### config.mk
export PLATFORM = sky130hd
export DESIGN_NAME = rng_source
export DESIGN_NICKNAME = d
export VERILOG_FILES = /design/src/rtl/rng_source.sv
export SDC_FILE = /design/constraint.sdc
export NUM_CORES = 1
export LEC_CHECK = 0
export ABC_AREA = 1
export CELL_PAD_IN_SITES_DETAIL_PLACEMENT = 1
export CELL_PAD_IN_SITES_GLOBAL_PLACEMENT = 1
export CORE_AREA = 2 2 82 84
export DETAILED_ROUTE_END_ITERATION = 16
export DIE_AREA = 0 0 84 86
export GPL_TIMING_DRIVEN = 0
export HOLD_SLACK_MARGIN = 0.03
export PLACE_DENSITY_LB_ADDON = 0.1
export REMOVE_ABC_BUFFERS = 1
export SYNTH_ARGS = -nofsm -noshare
export SYNTH_HDL_FRONTEND = slang
export SYNTH_SLANG_ARGS = --single-unit
### constraint.sdc
create_clock -name clk -period 1.7 [get_ports clk]
set_clock_uncertainty 0.2 [all_clocks]
set_input_delay 0.34 -clock clk [delete_from_list [all_inputs] [get_ports clk]]
set_output_delay 0.34 -clock clk [all_outputs]
set_load 0.005 [all_outputs]
### src/rtl/rng_source.sv
// rng_source: pseudo-random digit producer for the index-reduction stage.
//
// A 16-bit Galois LFSR free-runs every clock, so the arrival time of a player
// request adds entropy. On request a 4-bit value already inside the current
// difficulty range is drawn by bounded rejection sampling. The value is
// presented with a one-cycle en strobe, followed by a cool-down gap.
//
// Ports:
//   clk         system clock
//   rst         synchronous reset, active-high
//   seed_load   load seed into the LFSR (zero seed becomes SEED); aborts a draw
//   seed[15:0]  seed value
//   req         draw request, level-sampled while idle
//   mode[1:0]   difficulty: 00 -> <4, 01 -> <5, 10 -> <6, 11 -> <16
//   random[3:0] drawn value, held until the next completed draw
//   en          one-cycle strobe, random valid while high
//   busy        high whenever a draw or cool-down is in progress
//   draw_count  number of en pulses issued, wraps at 256
module rng_source #(
  parameter logic [15:0] SEED      = 16'hACE1,
  parameter int          MAX_TRIES = 8,
  parameter int          DRAW_GAP  = 4
) (
  input  logic        clk,
  input  logic        rst,
  input  logic        seed_load,
  input  logic [15:0] seed,
  input  logic        req,
  input  logic [1:0]  mode,
  output logic [3:0]  random,
  output logic        en,
  output logic        busy,
  output logic [7:0]  draw_count
);

  typedef enum logic [1:0] {IDLE, DRAW, GAP} state_t;

  localparam logic [3:0] TRY_LAST = 4'(MAX_TRIES - 1);
  localparam logic [3:0] GAP_INIT = 4'(DRAW_GAP - 1);

  state_t      state_q, state_d;
  logic [15:0] lfsr_q, lfsr_d, lfsr_step;
  logic [3:0]  random_q, random_d;
  logic        en_q, en_d;
  logic        busy_q;
  logic [7:0]  cnt_q, cnt_d;
  logic [3:0]  tries_q, tries_d;
  logic [3:0]  gap_q, gap_d;
  logic [4:0]  limit_q, limit_d;   // 5 bits so that limit 16 is representable
  logic [3:0]  cand;
  logic [4:0]  mode_limit;

  // Galois right shift; taps 0xB400 give a maximal-length sequence, so a
  // non-zero state never reaches zero.
  assign lfsr_step = lfsr_q[0] ? ((lfsr_q >> 1) ^ 16'hB400) : (lfsr_q >> 1);
  // Candidate is taken from the LFSR before this edge's step.
  assign cand      = lfsr_q[3:0];

  always_comb begin
    case (mode)
      2'b00:   mode_limit = 5'd4;
      2'b01:   mode_limit = 5'd5;
      2'b10:   mode_limit = 5'd6;
      default: mode_limit = 5'd16;
    endcase
  end

  always_comb begin
    state_d  = state_q;
    lfsr_d   = lfsr_step;
    random_d = random_q;
    en_d     = 1'b0;
    cnt_d    = cnt_q;
    tries_d  = tries_q;
    gap_d    = gap_q;
    limit_d  = limit_q;
    if (seed_load) begin
      // Abandon any draw; random and draw_count are deliberately kept.
      lfsr_d  = (seed == 16'h0000) ? SEED : seed;
      state_d = IDLE;
      tries_d = 4'd0;
    end else begin
      case (state_q)
        IDLE: begin
          if (req) begin
            limit_d = mode_limit;   // frozen for the whole draw
            tries_d = 4'd0;
            state_d = DRAW;
          end
        end
        DRAW: begin
          if ({1'b0, cand} < limit_q) begin
            random_d = cand;
            en_d     = 1'b1;
            cnt_d    = cnt_q + 8'd1;
            gap_d    = GAP_INIT;
            state_d  = GAP;
          end else if (tries_q == TRY_LAST) begin
            // Two low bits are below the smallest limit (4), so always legal.
            random_d = cand & 4'b0011;
            en_d     = 1'b1;
            cnt_d    = cnt_q + 8'd1;
            gap_d    = GAP_INIT;
            state_d  = GAP;
          end else begin
            tries_d = tries_q + 4'd1;
          end
        end
        GAP: begin
          if (gap_q == 4'd0) state_d = IDLE;
          else               gap_d   = gap_q - 4'd1;
        end
        default: state_d = IDLE;
      endcase
    end
  end

  always_ff @(posedge clk) begin
    if (rst) begin
      state_q  <= IDLE;
      lfsr_q   <= SEED;
      random_q <= 4'd0;
      en_q     <= 1'b0;
      busy_q   <= 1'b0;
      cnt_q    <= 8'd0;
      tries_q  <= 4'd0;
      gap_q    <= 4'd0;
      limit_q  <= 5'd0;
    end else begin
      state_q  <= state_d;
      lfsr_q   <= lfsr_d;
      random_q <= random_d;
      en_q     <= en_d;
      busy_q   <= (state_d != IDLE);
      cnt_q    <= cnt_d;
      tries_q  <= tries_d;
      gap_q    <= gap_d;
      limit_q  <= limit_d;
    end
  end

  assign random     = random_q;
  assign en         = en_q;
  assign busy       = busy_q;
  assign draw_count = cnt_q;

endmodule

Word-level counts from Yosys, hierarchy flattened
Index checks and enable logic that the tools add are counted.

cells by class
  muxes and demuxes = 24
  equal/unequal tests = 10
  magnitude comparators = 1
  add/sub/neg operators = 3
  bitwise gates (word level) = 3
  reductions and logical operators = 14

operators with widths
  kind                 count
  $mux 16              3
  $mux 4               8
  $logic_not 16->1     1
  $mux 8               2
  $pmux 4 s2           2
  $pmux 5 s3           1
  $mux 2               5
  $add 8x1->8 const B  1
  $ne 2x2->1 const B   4
  $reduce_and 4->1     2
  $reduce_bool 2->1    4
  $pmux 2 s3           1
  $reduce_and 3->1     2
  $lt 4x5->1           1
  $add 4x1->4 const B  1
  $eq 2x1->1 const B   2
  $eq 2x2->1 const B   2
  $eq 4x3->1 const B   1
  $logic_not 2->1      2
  $logic_not 4->1      1
  $not 3->4            1
  $sub 4x1->4 const B  1
  $ne 3x3->1 const B   1
  $reduce_or 3->1      1
  other kinds (3)      5

word-level totals
  input bits = 22
  output and inout bits = 14
  bits in registers = 45

Longest topological paths before layout
Gate-level depths: netlist of run 1.

  word-level depth = 6
  mapped depth = 11
  gate-level depth less buffers = 10

Least setup slack after synthesis of run 1
OpenSTA, ideal clock, no wires.

  kind = reg2reg
  start point = register limit_q[2]
  end point = register cnt_q[5] (netlist: draw_count[5])
  path slack = 0.110 ns
  period minus slack after synthesis = 1.590 ns
  library setup time = 0.139 ns
  data required time = 1.361 ns
  buffers on the path = 1
  cell stages (with the launch flop) = 12
  arrival = 1.251 ns
  cell sequence = dfxtp_1 -> inv_1 -> ha_1 -> nand2_1 -> nand2_1 -> nand2_1 -> nand2_4 -> nand2_4 -> nand2_4 -> buf_12 -> nand2_2 -> a21oi_2

on the way
  cells in the longest elaborated chain, start to end = 3
  elaborated cells on any way between the ends = 4
  those cells by class = 1 x order compare; 1 x mux; 2 x reduce/logical

ends and longest elaborated chain
  element                      RTL line  RTL
  from (decl)                  49        logic [4:0] limit_q, limit_d;
  from (signal assigned)       138       limit_q <= limit_d;
  $lt 4x5->1 *                 92        if ({1'b0, cand} < limit_q) begin
  $reduce_bool 2->1 (no line)  -
  $reduce_and 3->1 (no line)   -
  to (signal assigned)         135       cnt_q <= cnt_d;
  to (decl)                    46        logic [7:0] cnt_q, cnt_d;

Mark *: on every way between the ends. The rest lies on a longest branch, timed or not.
A chain may end at the register's enable or synchronous reset.

Worst setup path in the final report of run 1
  start point = register limit_q[2]
  end point = register gap_q[2]

on the way
  cells in the longest elaborated chain, start to end = 3
  elaborated cells on any way between the ends = 5
  those cells by class = 1 x order compare; 1 x eq/ne; 2 x mux; 1 x reduce/logical

ends and longest elaborated chain
  element                                                          RTL line  RTL
  $lt 4x5->1 *                                                     92
  $ne 3x3->1 (no line) / $mux 4 (equally long branches)            -
  $reduce_and 4->1 (no line) / $pmux 4 s2 (equally long branches)  -
  to (signal assigned)                                             137       gap_q <= gap_d;
  to (decl)                                                        48        logic [3:0] gap_q, gap_d;

Marks and branches as above.

==> flow_metrics.env, run 1 <==
export IMPL_synth_cells=284
export IMPL_firstDrtPassIters=4
export IMPL_finalCritPeriodShare_pct=100.8
export IMPL_start_util_pct=34.54
export IMPL_hold_viol_final=0
export IMPL_finalMaxSlewViolations=0
export IMPL_hold_path_class="in -> reg"
export IMPL_outcome="finished, violations left"
export IMPL_drcViolationCount=0
export IMPL_path_cells="inv_2 > ha_4 > nand2_2 > inv_2 > nand3_4 > nand2_8 > nand3_4 > nand2_4 > nand2_1 > a21oi_2"
export IMPL_synth_top_family_by_area="simple AND/OR/NAND/NOR gates"
export IMPL_worstReg2RegStart="limit_q[2]"
export IMPL_antenna_found_initial=0
export IMPL_critPathTopFamily="simple AND/OR/NAND/NOR gates"
export IMPL_ir_drop_v=0.0003147
export IMPL_synthMuxAreaShare_pct=0
export IMPL_yosysUniqueCellTypes=31
export IMPL_viasPerCell=4.766
export IMPL_fmax_mhz=583.6
export IMPL_power_density_nw_per_um2=722.3
export IMPL_slew_headroom_pct=72.49
export IMPL_post_route_min_period_ns=1.713
export IMPL_nFillCells=751
export IMPL_critPathKind="reg -> reg"
export IMPL_syn_area_per_cell_sq_um=7.635
export IMPL_clkTransAtPathRegs_ns=0.09
export IMPL_drtIter0Drc=29
export IMPL_max_stage_delay_ns=0.34
export IMPL_synth_compound_area_share_pct=13.04
export IMPL_rsz0062_at_grt="yes"
export IMPL_crit_fanout=6
export IMPL_p_total_uw=2197
export IMPL_ys_async_sr_fraction_pct=0
export IMPL_cts_buffers=5
export IMPL_core_area_sq_um=6277
export IMPL_final_common_cell="nand2_1"
export IMPL_cts_tree="yes"
export IMPL_stdcell_area_sq_um=3042
export IMPL_synth_edf_count=0
export IMPL_dp_hpwl_um=3794
export IMPL_critPathLaunch="limit_q[2]"
export IMPL_synth_seq_area_share_pct=40.62
export IMPL_antenna_left=0
export IMPL_die_h_um=86
export IMPL_cts_root_buf="clkbuf_8"
export IMPL_die_area_sq_um=7224
export IMPL_synth_fa_ha_area_share_pct=3.462
export IMPL_tightest_slew_ns=0.4127
export IMPL_cp_end_kind="register"
export IMPL_dpl_cell_area_sq_um=2551
export IMPL_pin_count=36
export IMPL_multiInputGateArea_sq_um=1267
export IMPL_clock_sinks=44
export IMPL_grt_max_degree=26
export IMPL_grt_use_total_pct=16.27
export IMPL_crit_path_start_kind="register"
export IMPL_grt_pass1_vias=2003
export IMPL_die_w_um=84
export IMPL_rows=29
export IMPL_ys_warn_count=0
export IMPL_drt_wl_total_um=5687
export IMPL_crit_buf_inv=2
export IMPL_gp_congestion=0.7373
export IMPL_setup_viol=2
export IMPL_p_leak_uw=0.001364
export IMPL_ff_latch_area_sq_um=912.1
export IMPL_worstPathArrival_ns=1.75
export IMPL_instances_no_fill=415
export IMPL_yosys_area_share_simple_pct=29.26
export IMPL_crit_slowest_cell="dfxtp_2"
export IMPL_gr_total_overflow=0
export IMPL_layout_drive_gt1_share_pct=30.77
export IMPL_diodes=0
export IMPL_fin_ws_ns=-0.01339
export IMPL_hold_path_startpoint="seed_load"
export IMPL_htree_levels=2
export IMPL_r2r_slack_ns=-0.01
export IMPL_area_growth_pct=40.28
export IMPL_drv_cap=0
export IMPL_layout_common_cells="nand2_1 (38), inv_1 (35), nor2_1 (29), dfxtp_1 (29), clkdlybuf4s50_1 (22)"
export IMPL_violations="negative setup slack"
export IMPL_cts_path_max_buffers=2
export IMPL_clkLatencyLatePin_ns=0.30
export IMPL_grt_pass1_wl_um=9432
export IMPL_routed_via_count=1978
export IMPL_synth_seq_cells=44
export IMPL_syn_cell_area_sq_um=2168
export IMPL_wl_per_cell_um=13.70
export IMPL_yosys_area_share_xor_xnor_pct=3.231
export IMPL_required_ns=1.73
export IMPL_nNetsFinal=365
export IMPL_synth_top_flop_cell="dfxtp_1"
export IMPL_post_route_util_pct=48.46
export IMPL_dp_cells=388
export IMPL_port_buffers=35
export IMPL_setup_tns_final_ns=-0.01546
## power by group
part	internal [uW]	total, uW	switching, uW
Clock	329	710	380
Sequential	1060	1090	24.9
Combinational	177	398	221
Total	1570	2200	627
## stage by stage
stage | worst slack (ns) | hold slack (ns)
floorplan | 0.1137 | 0.2024
global placement | -1.236 | 0.2218
detailed placement | -1.215 | 0.2269
finish | -0.01339 | 0.2400
CTS | -0.05490 | 0.2504
global route | -0.1140 | 0.2555
## timing repair
| item | CTS | global route |
|---|---|---|
| setup buffers | 12 | 4 |
| cloned | 3 | 0 |
| resized for setup | 41 | 41 |
| setup endpoints to repair | 56 | 45 |
| pin swaps | 1 | 16 |
| hold buffers | 0 | 0 |
## path summary, 6_finish.rpt
check	to	cells after the start
max	gap_q[2]	10
min	lfsr_q[1]	3
max reg2reg	gap_q[2]	10
min reg2reg	lfsr_q[9]	2
## worst reg2reg max path, stage by stage (launching register included)
cell and delay [ns]:
dfxtp_2 0.34, inv_2 0.05, ha_4 0.27, nand2_2 0.06, inv_2 0.06, nand3_4 0.08
nand2_8 0.12, nand3_4 0.13, nand2_4 0.14, nand2_1 0.07, a21oi_2 0.11
## cell type report
type                       count  share of cell area (%)
clock buffer                   6                   2.715
timing repair buffer          51                   16.66
inverter                      43                   5.306
clock inverter                 2                  0.4936
sequential                    44                   29.99
tap                           77                   3.167
multi-input combinational    192                   41.67
## Yosys cell counts (7+ instances only)
cell / instances / share of area [%]
a21oi_2: 9 / 3.6
inv_1: 40 / 6.9
nor2_1: 30 / 5.2
a21oi_1: 16 / 3.7
a31oi_1: 7 / 2.0
nand3_1: 24 / 5.5
o21ai_0: 10 / 2.3
dfxtp_1: 44 / 41
nand2_2: 12 / 3.5
nand2_1: 45 / 7.8
## kinds of logic (layout without fill, tap and decap cells)
group / after synthesis / in the layout
compound gates: 46 / 46
flops: 44 / 44
fa+ha+maj: 6 / 6
simple gates: 129 / 132
buf+inv: 51 / 102
xor+xnor: 8 / 8
## per-layer routing
| metal | track usage, % | share of wire (%) | wire (um) | vias up |
|---|---|---|---|---|
| li1 | - | - | - | 1027 |
| met1 | 21.10 | 48 | 2703 | 916 |
| met2 | 27.05 | 48 | 2749 | 29 |
| met3 | 3.561 | 3.0 | 169 | 6 |
| met4 | 5.279 | 1.1 | 65 | 0 |
| met5 | 0 | 0 | 0 | - |
## state kept, by name (all words and copies together) (netlist names), 2 cells and up
register    flops
tries_q         4
lfsr_q         16
draw_count      8
gap_q           4
limit_q         4
state_q         2
random          4
No activity file was read; power rests on OpenSTA's default activity.
==> run 2: changes to the inputs <==
CAP_MARGIN = 20   (was default)
PLACE_DENSITY = 0.74   (was default)
PLACE_DENSITY_LB_ADDON = default   (was 0.1)
==> flow_metrics.env, run 2 (synthesized netlist as in run 1, its figures left out) <==
export IMPL_outcome="finished, violations left"
export IMPL_violations="negative setup slack"
export IMPL_rsz0062_at_grt="yes"
export IMPL_p_sw_share_pct=27.67
export IMPL_cts_tree="yes"
export IMPL_drt_wl_total_um=6543
export IMPL_die_area_sq_um=7224
export IMPL_nNetsFinal=368
export IMPL_stdcell_area_sq_um=3128
export IMPL_gp_congestion=0.7736
export IMPL_layout_drive_gt1_share_pct=32.26
export IMPL_cts_path_max_buffers=2
export IMPL_final_common_cell="inv_1"
export IMPL_cts_hold_buf=0
export IMPL_endpoint="state_q[1]"
export IMPL_antenna_left=0
export IMPL_setup_viol=3
export IMPL_tightest_slew_ns=0.4354
export IMPL_power_frac_comb_pct=18.0
export IMPL_hold_depth=2
export IMPL_die_h_um=86
export IMPL_drcViolationCount=0
export IMPL_grt_pass1_wl_um=9763
export IMPL_worstRegToRegCells=10
export IMPL_finalMaxSlewViolations=0
export IMPL_worstReg2RegStart="limit_q[2]"
export IMPL_cp_end_kind="register"
export IMPL_drtIter0Drc=66
export IMPL_hold_viol_final=0
export IMPL_clock_sinks=44
export IMPL_grt_max_degree=15
export IMPL_gr_total_overflow=0
export IMPL_routed_via_count=2083
export IMPL_ir_drop_v=0.0003557
export IMPL_r2r_end="state_q[1]"
export IMPL_largest_reg_flops=16
export IMPL_start_util_pct=34.54
export IMPL_crit_slowest_cell="dfxtp_2"
export IMPL_p_switching_uw=645.1
export IMPL_firstDrtPassIters=4
export IMPL_clkLatencyLatePin_ns=0.31
export IMPL_path_cells="inv_2 > ha_4 > nand2_2 > nand2_2 > nand2_4 > nand2_8 > nand3_4 > nand2_4 > buf_6 > nor2_1"
export IMPL_port_buffers=35
export IMPL_clkTransAtPathRegs_ns=0.08
export IMPL_largest_register="lfsr_q"
export IMPL_worstPathArrival_ns=1.71
export IMPL_required_ns=1.69
export IMPL_core_area_sq_um=6277
export IMPL_hold_path_class="in -> reg"
export IMPL_max_stage_delay_ns=0.35
export IMPL_drv_cap=0
export IMPL_instances_no_fill=418
export IMPL_crit_path_start_kind="register"
export IMPL_dp_hpwl_um=3809
export IMPL_r2r_slack_ns=-0.02
export IMPL_cts_buffers=5
export IMPL_pre_cts_ws_ns=-0.9133
export IMPL_dpl_cell_area_sq_um=2566
export IMPL_grt_use_total_pct=16.91
export IMPL_diodes=0
export IMPL_finalCritPeriodShare_pct=101.0
export IMPL_post_route_util_pct=49.83
export IMPL_rows=29
export IMPL_viasPerCell=4.983
export IMPL_wl_per_cell_um=15.65
export IMPL_p_clk_share_pct=35.2
export IMPL_htree_levels=2
export IMPL_fin_ws_ns=-0.01710
export IMPL_critPathKind="reg -> reg"
export IMPL_power_density_nw_per_um2=745.3
export IMPL_grt_pass1_vias=2128
export IMPL_dp_cells=389
export IMPL_critPathLaunch="limit_q[2]"
export IMPL_crit_fanout=6
export IMPL_fmax_mhz=582.4
export IMPL_internal_power_uw=1686
export IMPL_p_leak_uw=0.001347
export IMPL_cts_root_buf="clkbuf_8"
export IMPL_seqPwrFrac_pct=46.8
export IMPL_slew_headroom_pct=70.90
export IMPL_die_w_um=84
export IMPL_post_route_min_period_ns=1.717
export IMPL_layout_common_cells="inv_1 (36), nand2_1 (34), nor2_1 (27), dfxtp_1 (27), clkdlybuf4s50_1 (24)"
export IMPL_area_growth_pct=44.26
export IMPL_antenna_found_initial=0
export IMPL_pin_count=36
==> run 2: metal layers <==
layer	vias up	wire, um	track usage [%]
met1	1012	2746	18.26
met5	-	0	0
met3	5	179	3.272
met4	0	101	6.452
met2	36	3516	32.51
li1	1030	-	-
==> run 2: layout make-up <==
| cell class | instances | area, sq um |
|---|---|---|
| Timing Repair Buffer | 54 | 550.5 |
| Sequential cell | 44 | 914.6 |
| Clock inverter | 2 | 35.03 |
| Multi-Input combinational cell | 192 | 1294 |
| Fill cell | 738 | 3149 |
| Inverter | 43 | 165.2 |
| Clock buffer | 6 | 72.57 |
| Tap cell | 77 | 96.34 |
==> run 2: per-stage QoR <==
step	total power, uW	TNS (ns)	hold WS (ns)
6_report	2331	-0.02816	0.2094
5_1_grt	2428	-1.048	0.2261
4_1_cts	2227	-0.003211	0.2525
3_5_place_dp	1393	-23.60	0.2322
3_3_place_gp	1381	-32.41	0.2250
2_1_floorplan	1269	0	0.2024
==> run 2: worst min-delay path by stage <==
stage	slack, ns	from	to
finish	0.21	rst	gap_q[3]
detailed placement	0.23	lfsr_q[10]	lfsr_q[9]
CTS	0.25	lfsr_q[10]	lfsr_q[9]
global route	0.23	rst	en
floorplan	0.20	rst	draw_count[0]
global placement	0.22	lfsr_q[10]	lfsr_q[9]
==> run 2: repair_timing <==
item | 4_1_cts | 5_1_grt
endpoints found under the hold margin | 0 | 0
cloned | 3 | 0
buffers inserted | 6 | 12
gates resized for setup | 35 | 53
endpoints found under the setup margin | 47 | 42
pin swaps | 2 | 20
==> run 2: power by group through the flow <==
stage / Clock, uW / Combinational, uW / Sequential, uW
global placement: 0 / 264 / 1120
detailed placement: 0 / 274 / 1120
finish: 820 / 419 / 1090
global route: 874 / 456 / 1100
floorplan: 0 / 157 / 1110
CTS: 814 / 326 / 1090
==> run 2: worst max-delay path, delay by kind of cell (launching register included) <==
family / cells / cell delay (ns)
DFF: 1 / 0.35
adders and majority gates: 1 / 0.27
and+or+nand+nor: 7 / 0.63
buffers and inverters: 2 / 0.15
